### config.mk
export PLATFORM = sky130hd
export DESIGN_NAME = unified_mem_arbiter_flat
export DESIGN_NICKNAME = d
export VERILOG_FILES = /design/src/rtl/riscv_mem_pkg.sv /design/src/rtl/unified_mem_arbiter_if.sv /design/src/rtl/unified_mem_arbiter.sv /design/src/flat_wrapper.sv
export SDC_FILE = /design/constraint.sdc
export NUM_CORES = 1
export LEC_CHECK = 0
export ABC_AREA = 1
export CAP_MARGIN = 20
export CORE_AREA = 3 3 95 97
export DETAILED_ROUTE_END_ITERATION = 10
export DIE_AREA = 0 0 98 100
export PLACE_DENSITY = 0.7
export SETUP_SLACK_MARGIN = 0.4
export SLEW_MARGIN = 20
export SYNTH_ARGS = -nofsm -noshare
export SYNTH_HDL_FRONTEND = slang
export SYNTH_SLANG_ARGS = --single-unit
### constraint.sdc
create_clock -name clock -period 3.6 [get_ports clock]
set_input_delay 0.72 -clock clock [delete_from_list [all_inputs] [get_ports clock]]
set_output_delay 0.72 -clock clock [all_outputs]
set_load 0.02 [all_outputs]
### src/rtl/riscv_mem_pkg.sv
// Shared types and defaults for the unified memory arbiter.
// Holds the arbiter state and owner encodings, the default memory depth,
// and the largest supported memory read latency.
package riscv_mem_pkg;

  typedef enum logic {IDLE, WAIT_RD} arb_state_t;

  typedef enum logic [1:0] {OWN_NONE, OWN_IF, OWN_D} owner_t;

  localparam int MEM_WORDS_DEF = 1024;
  localparam int MEM_LAT_MAX   = 4;

endpackage

### src/rtl/unified_mem_arbiter_if.sv
// Bus bundle between the core (fetch and load/store ports), the arbiter and
// the unified memory array.
//   slave  : arbiter view. Requests and mem_rdata come in. Grants, rvalid/rdata
//            and the memory strobe/address/data go out.
//   master : core + memory view, the mirror image of slave.
interface unified_mem_arbiter_if #(
  parameter int ADDR_W = 32,
  parameter int DATA_W = 32,
  parameter int MEM_AW = 10
);
  // fetch port
  logic              if_req;
  logic [ADDR_W-1:0] if_addr;
  logic              if_gnt;
  logic              if_rvalid;
  logic [DATA_W-1:0] if_rdata;
  // load/store port
  logic              d_req;
  logic              d_we;
  logic [ADDR_W-1:0] d_addr;
  logic [DATA_W-1:0] d_wdata;
  logic              d_gnt;
  logic              d_rvalid;
  logic [DATA_W-1:0] d_rdata;
  // memory side
  logic              mem_en;
  logic              mem_we;
  logic [MEM_AW-1:0] mem_addr;
  logic [DATA_W-1:0] mem_wdata;
  logic [DATA_W-1:0] mem_rdata;

  modport slave (
    input  if_req, if_addr, d_req, d_we, d_addr, d_wdata, mem_rdata,
    output if_gnt, if_rvalid, if_rdata, d_gnt, d_rvalid, d_rdata,
           mem_en, mem_we, mem_addr, mem_wdata
  );

  modport master (
    output if_req, if_addr, d_req, d_we, d_addr, d_wdata, mem_rdata,
    input  if_gnt, if_rvalid, if_rdata, d_gnt, d_rvalid, d_rdata,
           mem_en, mem_we, mem_addr, mem_wdata
  );

endinterface

### src/rtl/unified_mem_arbiter.sv
// Arbiter sharing one unified instruction/data memory between the fetch port
// and the load/store port. Only one transaction is in flight at a time.
//   clock, reset_n : rising-edge clock, async active-low reset
//   bus (slave)    : if_* fetch port, d_* load/store port, mem_* memory port
// Data requests have priority. A fetch that has lost STARVE_LIMIT arbitration
// cycles in a row wins the next one. Stores finish in the grant cycle. Loads
// and fetches hold the memory for MEM_LAT further cycles, and the owner's
// rvalid pulses in the last of those cycles. MEM_LAT must be in 1..MEM_LAT_MAX.
module unified_mem_arbiter
  import riscv_mem_pkg::*;
#(
  parameter int ADDR_W       = 32,
  parameter int DATA_W       = 32,
  parameter int MEM_WORDS    = MEM_WORDS_DEF,
  parameter int MEM_LAT      = 1,
  parameter int STARVE_LIMIT = 4
) (
  input  logic                  clock,
  input  logic                  reset_n,
  unified_mem_arbiter_if.slave  bus
);

  localparam int MEM_AW = $clog2(MEM_WORDS);
  localparam int LAT_W  = $clog2(MEM_LAT_MAX + 1);
  localparam int SC_W   = $clog2(STARVE_LIMIT + 1);

  arb_state_t        state;
  owner_t            owner;
  logic [LAT_W-1:0]  lat_cnt;
  logic [SC_W-1:0]   starve_cnt;

  logic              starved;
  logic              if_win;
  logic              d_win;
  logic              rd_done;
  logic [MEM_AW-1:0] if_idx;
  logic [MEM_AW-1:0] d_idx;

  // Word index: the byte offset is dropped and the high bits are truncated,
  // so addresses wrap around the array.
  assign if_idx = bus.if_addr[MEM_AW+1:2];
  assign d_idx  = bus.d_addr[MEM_AW+1:2];

  // The grant is combinational so the winner's address reaches the memory in
  // the same cycle. The reset_n gating keeps every strobe low while reset is held.
  always_comb begin
    starved = (starve_cnt == SC_W'(STARVE_LIMIT));
    if_win  = reset_n && (state == IDLE) && bus.if_req && (!bus.d_req || starved);
    d_win   = reset_n && (state == IDLE) && bus.d_req && !if_win;
    rd_done = reset_n && (state == WAIT_RD) && (lat_cnt == LAT_W'(MEM_LAT));
  end

  assign bus.if_gnt    = if_win;
  assign bus.d_gnt     = d_win;
  assign bus.if_rvalid = rd_done && (owner == OWN_IF);
  assign bus.d_rvalid  = rd_done && (owner == OWN_D);
  assign bus.if_rdata  = bus.mem_rdata;
  assign bus.d_rdata   = bus.mem_rdata;

  assign bus.mem_en    = if_win || d_win;
  assign bus.mem_we    = d_win && bus.d_we;
  assign bus.mem_addr  = if_win ? if_idx : d_idx;
  assign bus.mem_wdata = bus.d_wdata;

  always_ff @(posedge clock or negedge reset_n) begin
    if (!reset_n) begin
      state      <= IDLE;
      owner      <= OWN_NONE;
      lat_cnt    <= '0;
      starve_cnt <= '0;
    end else begin
      case (state)
        IDLE: begin
          // Count only the cycles in which fetch was waiting and data took the memory.
          if (if_win)
            starve_cnt <= '0;
          else if (d_win && bus.if_req && !starved)
            starve_cnt <= starve_cnt + 1'b1;
          // A store completes in its grant cycle, so only reads leave IDLE.
          if (if_win || (d_win && !bus.d_we)) begin
            state   <= WAIT_RD;
            owner   <= if_win ? OWN_IF : OWN_D;
            lat_cnt <= LAT_W'(1);
          end
        end
        WAIT_RD: begin
          if (rd_done) begin
            state   <= IDLE;
            owner   <= OWN_NONE;
            lat_cnt <= '0;
          end else begin
            lat_cnt <= lat_cnt + 1'b1;
          end
        end
        default: begin
          state <= IDLE;
          owner <= OWN_NONE;
        end
      endcase
    end
  end

endmodule
### src/flat_wrapper.sv
// flat-port wrapper written by rule: the top's interface ports become plain ports
module unified_mem_arbiter_flat import riscv_mem_pkg::*;
#(
  parameter int ADDR_W       = 32,
  parameter int DATA_W       = 32,
  parameter int MEM_WORDS    = MEM_WORDS_DEF,
  parameter int MEM_LAT      = 1,
  parameter int STARVE_LIMIT = 4
)
  (clock, reset_n, bus_if_req, bus_if_addr, bus_d_req, bus_d_we, bus_d_addr, bus_d_wdata, bus_mem_rdata, bus_if_gnt, bus_if_rvalid, bus_if_rdata, bus_d_gnt, bus_d_rvalid, bus_d_rdata, bus_mem_en, bus_mem_we, bus_mem_addr, bus_mem_wdata);
  unified_mem_arbiter_if #(.ADDR_W(ADDR_W), .DATA_W(DATA_W)) bus_i ();
  input  logic clock;
  input  logic reset_n;
  input wire logic [$bits(bus_i.if_req)-1:0] bus_if_req;
  input wire logic [$bits(bus_i.if_addr)-1:0] bus_if_addr;
  input wire logic [$bits(bus_i.d_req)-1:0] bus_d_req;
  input wire logic [$bits(bus_i.d_we)-1:0] bus_d_we;
  input wire logic [$bits(bus_i.d_addr)-1:0] bus_d_addr;
  input wire logic [$bits(bus_i.d_wdata)-1:0] bus_d_wdata;
  input wire logic [$bits(bus_i.mem_rdata)-1:0] bus_mem_rdata;
  output wire logic [$bits(bus_i.if_gnt)-1:0] bus_if_gnt;
  output wire logic [$bits(bus_i.if_rvalid)-1:0] bus_if_rvalid;
  output wire logic [$bits(bus_i.if_rdata)-1:0] bus_if_rdata;
  output wire logic [$bits(bus_i.d_gnt)-1:0] bus_d_gnt;
  output wire logic [$bits(bus_i.d_rvalid)-1:0] bus_d_rvalid;
  output wire logic [$bits(bus_i.d_rdata)-1:0] bus_d_rdata;
  output wire logic [$bits(bus_i.mem_en)-1:0] bus_mem_en;
  output wire logic [$bits(bus_i.mem_we)-1:0] bus_mem_we;
  output wire logic [$bits(bus_i.mem_addr)-1:0] bus_mem_addr;
  output wire logic [$bits(bus_i.mem_wdata)-1:0] bus_mem_wdata;
  assign bus_i.if_req = bus_if_req;
  assign bus_i.if_addr = bus_if_addr;
  assign bus_i.d_req = bus_d_req;
  assign bus_i.d_we = bus_d_we;
  assign bus_i.d_addr = bus_d_addr;
  assign bus_i.d_wdata = bus_d_wdata;
  assign bus_i.mem_rdata = bus_mem_rdata;
  assign bus_if_gnt = bus_i.if_gnt;
  assign bus_if_rvalid = bus_i.if_rvalid;
  assign bus_if_rdata = bus_i.if_rdata;
  assign bus_d_gnt = bus_i.d_gnt;
  assign bus_d_rvalid = bus_i.d_rvalid;
  assign bus_d_rdata = bus_i.d_rdata;
  assign bus_mem_en = bus_i.mem_en;
  assign bus_mem_we = bus_i.mem_we;
  assign bus_mem_addr = bus_i.mem_addr;
  assign bus_mem_wdata = bus_i.mem_wdata;
  unified_mem_arbiter #(.ADDR_W(ADDR_W), .DATA_W(DATA_W), .MEM_WORDS(MEM_WORDS), .MEM_LAT(MEM_LAT), .STARVE_LIMIT(STARVE_LIMIT)) u_core (.clock(clock), .reset_n(reset_n), .bus(bus_i));
endmodule
==> run_results.csv <==
group,metric,value,unit
placement,io_buffers,40,
timing,slew_headroom,83.4,%
power,peakVddDrop,0.146,mV
logic_synthesis,synth_ff_type,"dfrtp_1",
logic_synthesis,yosys-top-cells-area,"buf_4, dfrtp_1, nand2_1, ha_1, nand3_1",
logic_synthesis,synthArstFlopShare,100,%
logic_synthesis,netlist_instances,195,
worst_hold_path,worstHoldPathCells,2,
route,first_pass_iters,4,
floorplanning,ioPinCount,245,
timing,hold_viol,0,
floorplanning,initial_core_util,17.1,%
worst_hold_path,hold_path_end,"u_core.starve_cnt[2]$_DFFE_PN0P_",
worst_setup_path,crit_required,2.88,ns
grt,track_usage,5.21,%
floorplanning,dieArea,9800,µm²
grt,first_global_vias,799,
worst_setup_path,regToRegStartpoint,"u_core.starve_cnt[0]$_DFFE_PN0P_",
worst_setup_path,crit_start,"bus_if_req",
logic_synthesis,synth.most_common_cell,"buf_4",
placement,place_area,1200,µm²
logic_synthesis,ys_warn_count,0,
worst_setup_path,r2r-end,"u_core.lat_cnt[0]$_DFFE_PN0P_",
worst_setup_path,arrival,2.39,ns
grt,grt.overflow.total,0,
logic_synthesis,syn_area_per_cell,7.22,µm²
floorplanning,die_y,100,µm
layout,drive_above_1_share,8.33,%
power,swShare,40.8,%
worst_setup_path,path_class,"input port to primary output",
outcome,status,"completed",
worst_setup_path,rrSetupSlack,2.17,ns
timing,rsz0062_at_grt,"no",
logic_synthesis,synth_edf_count,0,
route,vias_per_cell,3.18,
placement,place_inst,243,
worst_setup_path,slowest_stage,"clkdlybuf4s50_1",
clock_tree,numCtsBuffers,3,
layout,fin_area,1280,µm²
clock_tree,path_clk_slew,0.04,ns
timing,fin_setup_tns,0,ns
worst_setup_path,endpoint_kind,"primary output",
floorplanning,rows,33,
grt,antenna_found_initial,0,
placement,gp_congestion,0.696,
worst_setup_path,r2r_cells,8,
logic_synthesis,synth.top_cells.by_count,"buf_4, nand2_1, dfrtp_1, inv_1, nand3_1",
clock_tree,cts_sinks,9,
logic_synthesis,yosys.area.top_type,"buf_4",
power,clkPwrFrac,18.8,%
timing,setup_viol,0,
clock_tree,cts_max_path_buffers,2,
clock_tree,cts_root_buf,"clkbuf_8",
worst_hold_path,hp-class,"flop to flop",
timing,layout_min_cycle_time,3.11,ns
route,ant_nets,0,
placement,dp_hpwl,2.07,mm
logic_synthesis,synth_top_area_share,51.2,%
floorplanning,die-width,98,µm
clock_tree,cts_tree,"built",
route,drtIter0Drc,39,
floorplanning,coreArea,8220,µm²
layout,finalNetCount,282,
flow_run,maxCapViolations,0,
power,internal_power,0.000371,W
logic_synthesis,ys_ff_latch,9,
layout,fillers,923,
grt,grt_max_degree,18,
power,total_leakage_power,0.642,nW
timing,finClkSkew,0.000458,ns
clock_tree,clk_latency,0.23,ns
route,vias,792,
logic_synthesis,syn_area,1410,µm²
worst_setup_path,worst-path-buf-inv,3,
worst_setup_path,cp_slowest_stage_delay,0.60,ns
timing,finalCritPeriodShare,86.3,%
clock_tree,h-tree-depth,1,
layout,final_cells,249,
logic_synthesis,synth_cell_type_count,18,
route,post_drt_wl_per_cell,10.7,µm
power,pwr-share-seq,29.5,%
logic_synthesis,ys_seq_area_share,16.0,%
power,power_density,490,nW/µm²
logic_synthesis,syn_nets,332,
worst_setup_path,critPathLaunchType,"input port",
worst_setup_path,path_cells,"clkdlybuf4s50_1, nand3_4, a21oi_4, buf_12, nand2_1, nand2_1, clkdlybuf4s50_1",
grt,grt_pass1_wl,4.13,mm
worst_hold_path,min_from,"u_core.starve_cnt[2]$_DFFE_PN0P_",
route,wirelength,2.66,mm
layout,area_growth,-8.98,%
route,drc,0,
timing,fmax,322,MHz
timing,slew_viol_final,0,
layout,diodes,0,
timing,worstMarginPinSlew,0.248,ns
worst_setup_path,cp_max_fo,14,
worst_setup_path,path_delay_family,"buffers and inverters",
power,p_sw,0.000256,W
power,pwr-share-comb,51.7,%
## metal layers
metal | wire length (µm) | global-route usage (%)
met1 | 1130 | 6.25
met2 | 1190 | 7.28
met3 | 292 | 3.34
met4 | 46 | 2.34
met5 | 0 | 0
## cell type report
class                   count  area (µm²)  share of cell area (%)
repair buffers             43         440                    34.4
inverters                  11        41.3                    3.22
clock buffers               4        45.0                    3.52
well taps                 105         131                    10.3
flip-flops and latches      9         225                    17.6
multi-input cells          77         398                    31.1
## per-stage QoR
stage / setup WS, ns / power [W] / util [%] / hold WS [ns]
2_1_floorplan: 1.41 / 0.000545 / - / 0.424
3_3_place_gp: 0.316 / 0.000492 / 14.6 / 0.513
3_5_place_dp: 0.283 / 0.000504 / 14.6 / 0.526
4_1_cts: 0.415 / 0.000634 / 15.5 / 0.536
5_1_grt: 0.401 / 0.000693 / 15.6 / 0.568
6_report: 0.492 / 0.000627 / 15.6 / 0.535
## flip-flops by register name, summed over array words and instances, names as in the netlist
register	flops
u_core.owner	2
u_core.lat_cnt	3
u_core.state	1
u_core.starve_cnt	3
## worst max path at each step
stage	end	slack [ns]	cells past startpoint
4_1_cts	bus_d_gnt	0.41	5
5_1_grt	bus_mem_addr[7]	0.40	7
6_report	bus_mem_addr[6]	0.49	7
2_1_floorplan	bus_mem_we	1.41	4
3_5_place_dp	bus_mem_addr[6]	0.28	6
3_3_place_gp	bus_mem_addr[6]	0.32	6
## cell usage in the layout, fill, tap and decap left out, types with 2 or more instances in the layout
cell	count
o21ai_0	3
nand4_1	3
xor2_1	2
clkdlybuf4s50_1	35
inv_1	9
buf_4	2
inv_2	2
clkbuf_8	3
dlymetal6s2s_1	3
nor3_1	3
nor2_1	6
nand3_1	7
dfrtp_1	9
nand2_1	44
dlygate4sd2_1	2
ha_1	4
## worst reg2reg max path: stages (launching register included)
cell,delay [ns]
dfrtp_1,0.34
inv_1,0.07
ha_1,0.19
nand2_1,0.13
a21oi_4,0.08
buf_12,0.15
buf_4,0.14
nor2_1,0.12
nand3_1,0.08
## cells by family after synthesis
| logic type | count (synthesis) | share of synthesized area [%] |
|---|---|---|
| buf+inv | 109 | 55.7 |
| simple gates | 67 | 21.2 |
| flops | 9 | 16.0 |
| compound gates | 4 | 2.22 |
| fa+ha+maj | 4 | 3.56 |
| xor+xnor | 2 | 1.24 |
## power groups by stage
| stage | clock, W | sequential (W) | combinational [W] |
|---|---|---|---|
| floorplan | 0 | 0.000179 | 0.000366 |
| global placement | 0 | 0.000183 | 0.000309 |
| detailed placement | 0 | 0.000186 | 0.000319 |
| CTS | 0.000122 | 0.000185 | 0.000327 |
| global route | 0.000130 | 0.000192 | 0.000371 |
| finish | 0.000118 | 0.000185 | 0.000324 |
## repair_timing
| action | CTS | global route |
|---|---|---|
| gates cloned | 0 | 0 |
| hold buffers | 0 | 0 |
| resized for setup | 2 | 3 |
| setup endpoints to repair | 13 | 11 |
| setup buffers | 2 | 0 |
(Power assumes the default switching activity.)
